### config.mk
export PLATFORM = sky130hd
export DESIGN_NAME = vga_compositor
export DESIGN_NICKNAME = d
export VERILOG_FILES = /design/src/rtl/vga_pkg.sv /design/src/rtl/vga_timing.sv /design/src/rtl/vga_compositor.sv
export SDC_FILE = /design/constraint.sdc
export NUM_CORES = 1
export LEC_CHECK = 0
export CAP_MARGIN = 30
export CORE_AREA = 2 2 128 130
export CTS_CLUSTER_SIZE = 25
export DETAILED_ROUTE_END_ITERATION = 10
export DIE_AREA = 0 0 130 132
export HOLD_SLACK_MARGIN = 0.06
export PLACE_DENSITY_LB_ADDON = 0.12
export SLEW_MARGIN = 30
export SYNTH_ARGS = -nofsm -noshare
export SYNTH_HDL_FRONTEND = slang
export SYNTH_SLANG_ARGS = --single-unit
### constraint.sdc
create_clock -name clk -period 2 [get_ports clk]
set_input_delay 0.4 -clock clk [delete_from_list [all_inputs] [get_ports clk]]
set_output_delay 0.4 -clock clk [all_outputs]
set_load 0.01 [all_outputs]
### src/rtl/vga_pkg.sv
// Shared definitions for the VGA compositor.
// - reg_addr_e : register map decoded from reg_addr.
// - CTRL_*     : bit positions inside the CTRL register.
// - DEF_*      : default 640x480 timing (pixels / lines).
package vga_pkg;

  typedef enum logic [1:0] {
    REG_CTRL = 2'd0,
    REG_KEY  = 2'd1,
    REG_BG   = 2'd2,
    REG_RSVD = 2'd3
  } reg_addr_e;

  localparam int CTRL_GLOBAL_EN = 0;
  localparam int CTRL_EN_LSB    = 4;
  localparam int CTRL_BLINK_LSB = 8;
  localparam int CTRL_IMM       = 31;

  localparam int DEF_H_ACTIVE = 640;
  localparam int DEF_H_FP     = 16;
  localparam int DEF_H_SYNC   = 96;
  localparam int DEF_H_BP     = 48;
  localparam int DEF_V_ACTIVE = 480;
  localparam int DEF_V_FP     = 10;
  localparam int DEF_V_SYNC   = 2;
  localparam int DEF_V_BP     = 33;

endpackage

### src/rtl/vga_timing.sv
// VGA raster timing generator.
// Ports:
//   clk, rst     : clock, synchronous active-high reset
//   pix_stb      : one-clk pulse at the last clk of every pixel period
//   hcnt, vcnt   : current pixel/line position
//   active       : current position lies in the visible area
//   frame_start  : the strobe on which the counters wrap back to (0,0)
//   hsync, vsync : active-low syncs, delayed one pixel to line up with rgb
//   busy, vblank : active-area / vertical-blank flags, delayed one pixel
module vga_timing import vga_pkg::*; #(
  parameter int H_ACTIVE = DEF_H_ACTIVE,
  parameter int H_FP     = DEF_H_FP,
  parameter int H_SYNC   = DEF_H_SYNC,
  parameter int H_BP     = DEF_H_BP,
  parameter int V_ACTIVE = DEF_V_ACTIVE,
  parameter int V_FP     = DEF_V_FP,
  parameter int V_SYNC   = DEF_V_SYNC,
  parameter int V_BP     = DEF_V_BP,
  parameter int PIX_DIV  = 4
) (
  input  logic       clk,
  input  logic       rst,
  output logic       pix_stb,
  output logic [9:0] hcnt,
  output logic [9:0] vcnt,
  output logic       active,
  output logic       frame_start,
  output logic       hsync,
  output logic       vsync,
  output logic       busy,
  output logic       vblank
);

  localparam int H_TOTAL  = H_ACTIVE + H_FP + H_SYNC + H_BP;
  localparam int V_TOTAL  = V_ACTIVE + V_FP + V_SYNC + V_BP;
  localparam int HS_START = H_ACTIVE + H_FP;
  localparam int HS_END   = HS_START + H_SYNC;
  localparam int VS_START = V_ACTIVE + V_FP;
  localparam int VS_END   = VS_START + V_SYNC;
  localparam int DIV_W    = $clog2(PIX_DIV);

  logic [DIV_W-1:0] div;
  logic             h_last;
  logic             v_last;
  logic             in_hs;
  logic             in_vs;

  assign pix_stb     = (div == DIV_W'(PIX_DIV - 1));
  assign h_last      = (hcnt == 10'(H_TOTAL - 1));
  assign v_last      = (vcnt == 10'(V_TOTAL - 1));
  assign frame_start = pix_stb && h_last && v_last;
  assign active      = (hcnt < 10'(H_ACTIVE)) && (vcnt < 10'(V_ACTIVE));
  assign in_hs       = (hcnt >= 10'(HS_START)) && (hcnt < 10'(HS_END));
  assign in_vs       = (vcnt >= 10'(VS_START)) && (vcnt < 10'(VS_END));

  // NOTE: state is updated with non-blocking assignments so every register
  // samples the pre-edge values and evaluation order inside the block is irrelevant.
  always_ff @(posedge clk) begin
    if (rst) begin
      div    <= '0;
      hcnt   <= '0;
      vcnt   <= '0;
      hsync  <= 1'b1;
      vsync  <= 1'b1;
      busy   <= 1'b0;
      vblank <= 1'b0;
    end else begin
      div <= pix_stb ? '0 : div + DIV_W'(1);
      if (pix_stb) begin
        hcnt <= h_last ? '0 : hcnt + 10'd1;
        if (h_last) vcnt <= v_last ? '0 : vcnt + 10'd1;
        // Flags describe the pixel now being sampled by the compositor, so
        // they leave on the same edge as its colour.
        hsync  <= !in_hs;
        vsync  <= !in_vs;
        busy   <= active;
        vblank <= (vcnt >= 10'(V_ACTIVE));
      end
    end
  end

endmodule

### src/rtl/vga_compositor.sv
// Multi-layer VGA compositor with double-buffered control registers.
// Ports:
//   clk, rst                  : clock, synchronous active-high reset
//   we_reg, reg_addr, data_in : register write port (CTRL/KEY/BG)
//   layer_color               : packed {R,G,B} per layer, layer i at slice i
//   column, row               : pixel requested from the layer sources
//   pix_stb                   : one-clk pulse per pixel
//   r, g, b                   : composited colour (one pixel latency)
//   hsync, vsync              : active-low syncs aligned with r/g/b
//   status                    : {frame_cnt, 13'b0, pending, vblank, busy}
module vga_compositor import vga_pkg::*; #(
  parameter int NUM_LAYERS   = 3,
  parameter int CW           = 4,
  parameter int H_ACTIVE     = DEF_H_ACTIVE,
  parameter int H_FP         = DEF_H_FP,
  parameter int H_SYNC       = DEF_H_SYNC,
  parameter int H_BP         = DEF_H_BP,
  parameter int V_ACTIVE     = DEF_V_ACTIVE,
  parameter int V_FP         = DEF_V_FP,
  parameter int V_SYNC       = DEF_V_SYNC,
  parameter int V_BP         = DEF_V_BP,
  parameter int PIX_DIV      = 4,
  parameter int BLINK_FRAMES = 32
) (
  input  logic                       clk,
  input  logic                       rst,
  input  logic                       we_reg,
  input  logic [1:0]                 reg_addr,
  input  logic [31:0]                data_in,
  input  logic [NUM_LAYERS*3*CW-1:0] layer_color,
  output logic [9:0]                 column,
  output logic [8:0]                 row,
  output logic                       pix_stb,
  output logic [CW-1:0]              r,
  output logic [CW-1:0]              g,
  output logic [CW-1:0]              b,
  output logic                       hsync,
  output logic                       vsync,
  output logic [31:0]                status
);

  localparam int PW = 3 * CW;

  logic [9:0] hcnt;
  logic [9:0] vcnt;
  logic       active;
  logic       frame_start;
  logic       busy;
  logic       vblank;

  vga_timing #(
    .H_ACTIVE(H_ACTIVE), .H_FP(H_FP), .H_SYNC(H_SYNC), .H_BP(H_BP),
    .V_ACTIVE(V_ACTIVE), .V_FP(V_FP), .V_SYNC(V_SYNC), .V_BP(V_BP),
    .PIX_DIV (PIX_DIV)
  ) u_timing (
    .clk        (clk),
    .rst        (rst),
    .pix_stb    (pix_stb),
    .hcnt       (hcnt),
    .vcnt       (vcnt),
    .active     (active),
    .frame_start(frame_start),
    .hsync      (hsync),
    .vsync      (vsync),
    .busy       (busy),
    .vblank     (vblank)
  );

  // Shadow (sh_) registers take writes; live (lv_) registers drive the output.
  logic                  sh_gen,   lv_gen;
  logic [NUM_LAYERS-1:0] sh_en,    lv_en;
  logic [NUM_LAYERS-1:0] sh_blink, lv_blink;
  logic [PW-1:0]         sh_key,   lv_key;
  logic [PW-1:0]         sh_bg,    lv_bg;
  logic                  pending;
  logic                  imm_q;
  logic [15:0]           frame_cnt;
  logic [15:0]           blink_cnt;
  logic                  blink_phase;
  logic [PW-1:0]         rgb_q;
  logic [PW-1:0]         pix_sel;
  logic                  wr_ctrl, wr_key, wr_bg, wr_any, apply;
  logic                  unused_bits;

  assign wr_ctrl = we_reg && (reg_addr == REG_CTRL);
  assign wr_key  = we_reg && (reg_addr == REG_KEY);
  assign wr_bg   = we_reg && (reg_addr == REG_BG);
  assign wr_any  = wr_ctrl || wr_key || wr_bg;
  // Frame-start apply and the clk after an immediate CTRL write share one path.
  assign apply   = frame_start || imm_q;

  // NOTE: every variable driven here gets a default before any condition,
  // otherwise a missed branch would infer a latch.
  always_comb begin
    pix_sel = lv_bg;
    // Ascending scan: a later (higher-index) winner overrides earlier ones.
    for (int i = 0; i < NUM_LAYERS; i++) begin
      if (lv_en[i] && (layer_color[i*PW +: PW] != lv_key) &&
          (!lv_blink[i] || blink_phase))
        pix_sel = layer_color[i*PW +: PW];
    end
    if (!active || !lv_gen) pix_sel = '0;
  end

  always_ff @(posedge clk) begin
    // NOTE: the register file is a handful of flops, not a RAM, so all of it
    // is reset; a mid-frame reset therefore also discards half-written shadows.
    if (rst) begin
      sh_gen      <= 1'b0;
      sh_en       <= '0;
      sh_blink    <= '0;
      sh_key      <= '0;
      sh_bg       <= '0;
      lv_gen      <= 1'b0;
      lv_en       <= '0;
      lv_blink    <= '0;
      lv_key      <= '0;
      lv_bg       <= '0;
      pending     <= 1'b0;
      imm_q       <= 1'b0;
      frame_cnt   <= '0;
      blink_cnt   <= '0;
      blink_phase <= 1'b0;
      rgb_q       <= '0;
    end else begin
      // Live copies take the pre-edge shadow, so a write landing on the
      // apply clk stays shadowed for the next apply.
      if (apply) begin
        lv_gen   <= sh_gen;
        lv_en    <= sh_en;
        lv_blink <= sh_blink;
        lv_key   <= sh_key;
        lv_bg    <= sh_bg;
      end
      if (wr_ctrl) begin
        sh_gen   <= data_in[CTRL_GLOBAL_EN];
        sh_en    <= data_in[CTRL_EN_LSB +: NUM_LAYERS];
        sh_blink <= data_in[CTRL_BLINK_LSB +: NUM_LAYERS];
      end
      if (wr_key) sh_key <= data_in[PW-1:0];
      if (wr_bg)  sh_bg  <= data_in[PW-1:0];
      imm_q <= wr_ctrl && data_in[CTRL_IMM];

      if (wr_any)     pending <= 1'b1;
      else if (apply) pending <= 1'b0;

      if (frame_start) begin
        frame_cnt <= frame_cnt + 16'd1;
        if (blink_cnt == 16'(BLINK_FRAMES - 1)) begin
          blink_cnt   <= '0;
          blink_phase <= !blink_phase;
        end else begin
          blink_cnt <= blink_cnt + 16'd1;
        end
      end

      if (pix_stb) rgb_q <= pix_sel;
    end
  end

  assign column = active ? hcnt : 10'd0;
  assign row    = active ? vcnt[8:0] : 9'd0;
  assign r      = rgb_q[3*CW-1 -: CW];
  assign g      = rgb_q[2*CW-1 -: CW];
  assign b      = rgb_q[CW-1:0];
  assign status = {frame_cnt, 13'b0, pending, vblank, busy};

  // Data bits beyond the CTRL fields and the top line-counter bit are don't-care.
  assign unused_bits = &{1'b0, data_in, vcnt[9]};

endmodule

==> reports/metrics.yaml, run 1 <==
holdWs_ps: 344.7
cp_max_fo: 12
r2r-start: "u_timing.vcnt[8]"
synthTopCellsByArea: "dfxtp_1 39%, nand2_1 6.6%, xor2_1 5.2%, a21oi_1 5.1%, mux2i_1 4.6%"
die_y_um: 132
clk_pin_slew_ps: 60
die_area_mm2: 0.01716
endpoint_kind: "flop"
yosysWarnings: 0
cts_tree: "done"
path_cells: "buf_4, nand4b_1, and4bb_4, nand4_1, buf_6, or3_1, a21oi_1"
netlist.area_leader.share: 0.3903
dr_total_vias: 6621
die_x_um: 130
drive_above_1_share: 0.2192
seq_area_mm2: 0.002725
multi_input_area_mm2: 0.004095
arrival_ps: 2370
period_minus_slack_ps: 2014
fin_cells: 1229
num_io_pins: 139
cts-root-buf: "clkbuf_16"
hold_path_end: "u_timing.div[1]"
grt_max_degree: 100
ctsHoldBuffers: 0
fin_skew_ps: 8.989
timing.rr.end: "frame_cnt[10]"
initial_core_util: 0.4407
post_dp_cell_area_mm2: 0.008627
routedWlPerCell_um: 16.27
ys_seq_area_frac: 0.3903
regToRegSetupSlack_ps: -10
syn_area_mm2: 0.006924
synth_top_cell_by_area: "dfxtp_1"
crit_family: "simple AND/OR/NAND/NOR gates"
final_cell_mix: "122 x nand2_1, 117 x dfxtp_1, 85 x clkdlybuf4s50_1, 77 x buf_4, 73 x nor2_1"
gp_congestion: 0.9286
antenna_found_initial: 0
min_from: "rst"
setup_viol: 1
grt_overflow: 0
grt_pass1_wl_um: 31420
placed_cells: 1182
numCtsBuffers: 17
area_delta_synth_final_pct: 38.09
placeableCoreArea_mm2: 0.01571
drv_slew: 0
ys.flop_type: "dfxtp_1"
worst-r2r-cell-count: 7
portBuffers: 106
cp.required_ps: 2350
peakVddDrop_uv: 623.6
final_common_cell: "nand2_1"
holdPathStages: 3
crit_type: "reg -> reg"
cpPeakStageDelay_ps: 450
cp_num_buf_inv: 2
cap_violations: 0
status: "finished, violations left"
clock_latency_ps: 420
grt_pass1_vias: 6362
slowest_stage: "and4bb_4"
num-nets-final: 1081
timing.final.ws_setup_ps: -14.10
postSynthCellCount: 836
hpwl_um: 14000
fmaxAchievable_mhz: 496.5
drc: 0
h-tree-depth: 4
drt-total-wl_um: 20000
vias_per_cell: 5.387
stdcell_area_mm2: 0.009562
fin_crit_sh: 1.007
power.leakage_nw: 3.736
grt_usage: 0.2290
yosysUniqueCellTypes: 52
firstDrtPassIters: 5
fp-row-count: 46
diodes: 0
avgSynthCellArea_um2: 8.282
p_per_area_mw_per_mm2: 631.9
violations: "negative setup slack"
final.fill_count: 1394
synth_edf_count: 0
initialDrtViolationCount: 471
final_util: 0.6085
async_flop_share: 0
crit_path_start_kind: "flop"
ys_ff_latch: 135
final_hold_viol_count: 0
grt_setup_unrepaired: "yes"
hold_class: "in -> reg"
clockBufferDepth: 2
cts_sinks: 135
antenna_left: 0
total_power_mw: 6.042
[routing by layer]
metal	vias up	wire [um]	global-route usage
li1	3240	-	-
met1	3153	9325	0.3041
met2	199	9135	0.3618
met3	29	1162	0.05804
met4	0	372	0.07706
met5	-	0	0
[synth_stat cells (13+ instances only)]
cell      count
and2_1       20
clkbuf_1     30
o21ai_0      22
a21oi_1      70
nand3_1      13
inv_1        24
or3_1        21
a211oi_1     25
nand2_1     122
nor2_1       73
mux2i_1      32
buf_4        16
xor2_1       41
nor3_1       13
nand4_1      17
and3_1       25
xnor2_1      21
dfxtp_1     135
[cells by family (layout without fill, tap and decap cells)]
kind of cell / Yosys count / in the layout / synth area share
muxes: 32 / 32 / 0.04626
AOI/OAI and AO/OA: 153 / 153 / 0.1415
adders and majority gates: 7 / 7 / 0.01265
and+or+nand+nor: 353 / 355 / 0.2656
buffers and inverters: 93 / 256 / 0.06469
xor gates and xnor gates: 62 / 62 / 0.07842
other: 1 / 13 / 0.0005416
DFF: 135 / 135 / 0.3903
[where the power goes]
part	switching, mW	internal (mW)
combinational	0.201	0.218
sequential	0.0234	2.73
clock	1.19	1.69
total	1.41	4.63
[what timing repair did]
action / CTS / global route
resized for setup: 96 / 59
endpoints found under the setup margin: 79 / 92
pin swaps: 4 / 6
buffers inserted: 6 / 6
cloned: 2 / 3
[how the worst max path moves through the flow]
stage,from,to,slack [ps],cells past startpoint
floorplan,u_timing.div[0],frame_cnt[7],30,8
global placement,layer_color[22],rgb_q[3],-410,8
detailed placement,layer_color[8],rgb_q[0],-480,8
CTS,u_timing.vcnt[5],column[4],-30,5
global route,u_timing.vcnt[6],column[9],-90,5
finish,u_timing.vcnt[8],frame_cnt[10],-10,7
[cell type report]
type / count / share of cell area
multi-input combinational: 622 / 0.4283
sequential: 135 / 0.2850
timing repair buffer: 201 / 0.1926
clock buffer: 18 / 0.04488
tap: 216 / 0.02826
clock inverter: 13 / 0.01152
inverter: 24 / 0.009422
[through the flow]
step           TNS [ps]  setup slack [ps]
2_1_floorplan         0             34.18
3_3_place_gp      -5592            -409.4
3_5_place_dp      -5714            -476.1
4_1_cts          -29.27            -29.27
5_1_grt           -1050            -86.25
6_report         -14.10            -14.10
[worst min-delay path: stages]
cell and delay [ps]:
buf_4 110, nor2_1 60, and2_1 160
[flip-flops by register name, summed over array words and instances (netlist names), 2 cells and up]
| register | cells |
|---|---|
| blink_cnt | 16 |
| frame_cnt | 16 |
| lv_bg | 12 |
| lv_key | 12 |
| rgb_q | 12 |
| sh_bg | 12 |
| sh_key | 12 |
| u_timing.hcnt | 10 |
| u_timing.vcnt | 10 |
| lv_blink | 3 |
| lv_en | 3 |
| sh_blink | 3 |
| sh_en | 3 |
| u_timing.div | 2 |
No activity file was read; power rests on OpenSTA's default activity.
==> inputs of run 2 (changes only) <==
--- a/config.mk
+++ b/config.mk
@@ -12,6 +12,7 @@
 export DIE_AREA = 0 0 130 132
 export HOLD_SLACK_MARGIN = 0.06
 export PLACE_DENSITY_LB_ADDON = 0.12
+export SETUP_SLACK_MARGIN = 0.05
 export SLEW_MARGIN = 30
 export SYNTH_ARGS = -nofsm -noshare
 export SYNTH_HDL_FRONTEND = slang
==> reports/metrics.yaml, run 2 (synthesis results as in run 1) <==
drive_above_1_share: 0.2160
area_delta_synth_final_pct: 39.41
peakVddDrop_uv: 569.1
antenna_left: 0
cts_tree: "done"
cts_sinks: 135
cp_num_buf_inv: 3
diodes: 0
die_area_mm2: 0.01716
status: "completed"
cts-root-buf: "clkbuf_16"
vias_per_cell: 5.389
path_cells: "a41oi_4, buf_6, buf_6, and3_4, buf_6"
clk_pin_slew_ps: 60
num_io_pins: 139
final_cell_mix: "122 x nand2_1, 119 x dfxtp_1, 85 x clkdlybuf4s50_1, 73 x nor2_1, 72 x buf_4"
holdWs_ps: 434.9
clockBufferDepth: 2
initial_core_util: 0.4407
r2r-start: "u_timing.vcnt[5]"
fin_skew_ps: 11.11
initialDrtViolationCount: 487
setup_viol: 0
place_ws_ps: -288.8
grt_pass1_vias: 6473
power.leakage_nw: 3.732
grt_overflow: 0
grt_setup_unrepaired: "yes"
num-nets-final: 1081
final_hold_viol_count: 0
cp_max_fo: 4
final_common_cell: "nand2_1"
dr_total_vias: 6628
cap_violations: 0
die_y_um: 132
grt_max_degree: 100
drc: 0
firstDrtPassIters: 7
die_x_um: 130
drv_slew: 0
final_util: 0.6143
slowest_stage: "dfxtp_4"
min_from: "u_timing.div[0]"
ctsHoldBuffers: 0
h-tree-depth: 4
grt_usage: 0.2290
cpPeakStageDelay_ps: 350
hold_class: "reg -> reg"
hold_path_end: "u_timing.div[0]"
timing.final.ws_setup_ps: 22.65
hpwl_um: 13140
period_minus_slack_ps: 1977
fp-row-count: 46
holdPathStages: 1
numCtsBuffers: 17
drt-total-wl_um: 19510
endpoint_kind: "primary output"
regToRegSetupSlack_ps: 30
p_per_area_mw_per_mm2: 653.2
grt_pass1_wl_um: 31800
worst_path_most_repeated_cell: "buf_6"
worst-r2r-cell-count: 8
placeableCoreArea_mm2: 0.01571
portBuffers: 106
fmaxAchievable_mhz: 505.7
crit_path_start_kind: "flop"
crit_type: "reg -> out"
clock_latency_ps: 420
arrival_ps: 1580
reg.largest.list: "blink_cnt (16), frame_cnt (16)"
antenna_found_initial: 0
routedWlPerCell_um: 15.86
gp_congestion: 0.9267
timing.rr.end: "frame_cnt[12]"
fin_crit_sh: 0.9887
crit_family: "flip-flops"
cp.required_ps: 1600
## run 2: worst max-delay path by stage
stage | from | end | depth (start not counted)
after floorplan | u_timing.hcnt[0] | frame_cnt[7] | 8
after global placement | layer_color[16] | rgb_q[11] | 7
after detailed placement | layer_color[16] | rgb_q[1] | 7
after CTS | u_timing.vcnt[6] | column[8] | 6
after global routing | u_timing.vcnt[5] | frame_cnt[12] | 8
final | u_timing.vcnt[5] | row[1] | 5
## run 2: layout make-up
type	count	area, um2
Clock inverter	10	120.1
Multi-Input combinational cell	620	4043
Fill cell	1364	6060
Inverter	24	90.09
Clock buffer	22	484.2
Sequential cell	135	2730
Timing Repair Buffer	203	1916
Tap cell	216	270.3
## run 2: through the flow
stage | cell area [um2] | setup TNS [ps] | instances | total power [mW]
final | 9653 | 0 | 1230 | 6.306
after global routing | 9653 | -404.3 | 1230 | 6.525
after CTS | 9452 | -246.8 | 1224 | 6.347
after detailed placement | 8522 | -3376 | 1166 | 3.197
after global placement | 8522 | -2387 | 1166 | 3.192
after floorplan | 6974 | 0 | 848 | 2.997
## run 2: where the power goes
part / switching [mW] / internal (mW) / total, mW
registers: 0.0224 / 2.72 / 2.74
clock network: 1.19 / 1.97 / 3.16
logic: 0.196 / 0.209 / 0.405
total: 1.41 / 4.90 / 6.31
## run 2: per-layer routing
| metal | global-route usage | wire, um |
|---|---|---|
| met5 | 0 | 0 |
| met4 | 0.07766 | 301 |
| met3 | 0.04058 | 925 |
| met2 | 0.3679 | 9205 |
| met1 | 0.3095 | 9073 |
## run 2: what timing repair did
item,in CTS,in global routing
gates cloned,6,0
setup endpoints to repair,80,72
setup buffers,20,10
gates resized for setup,124,51
pin swaps,16,7
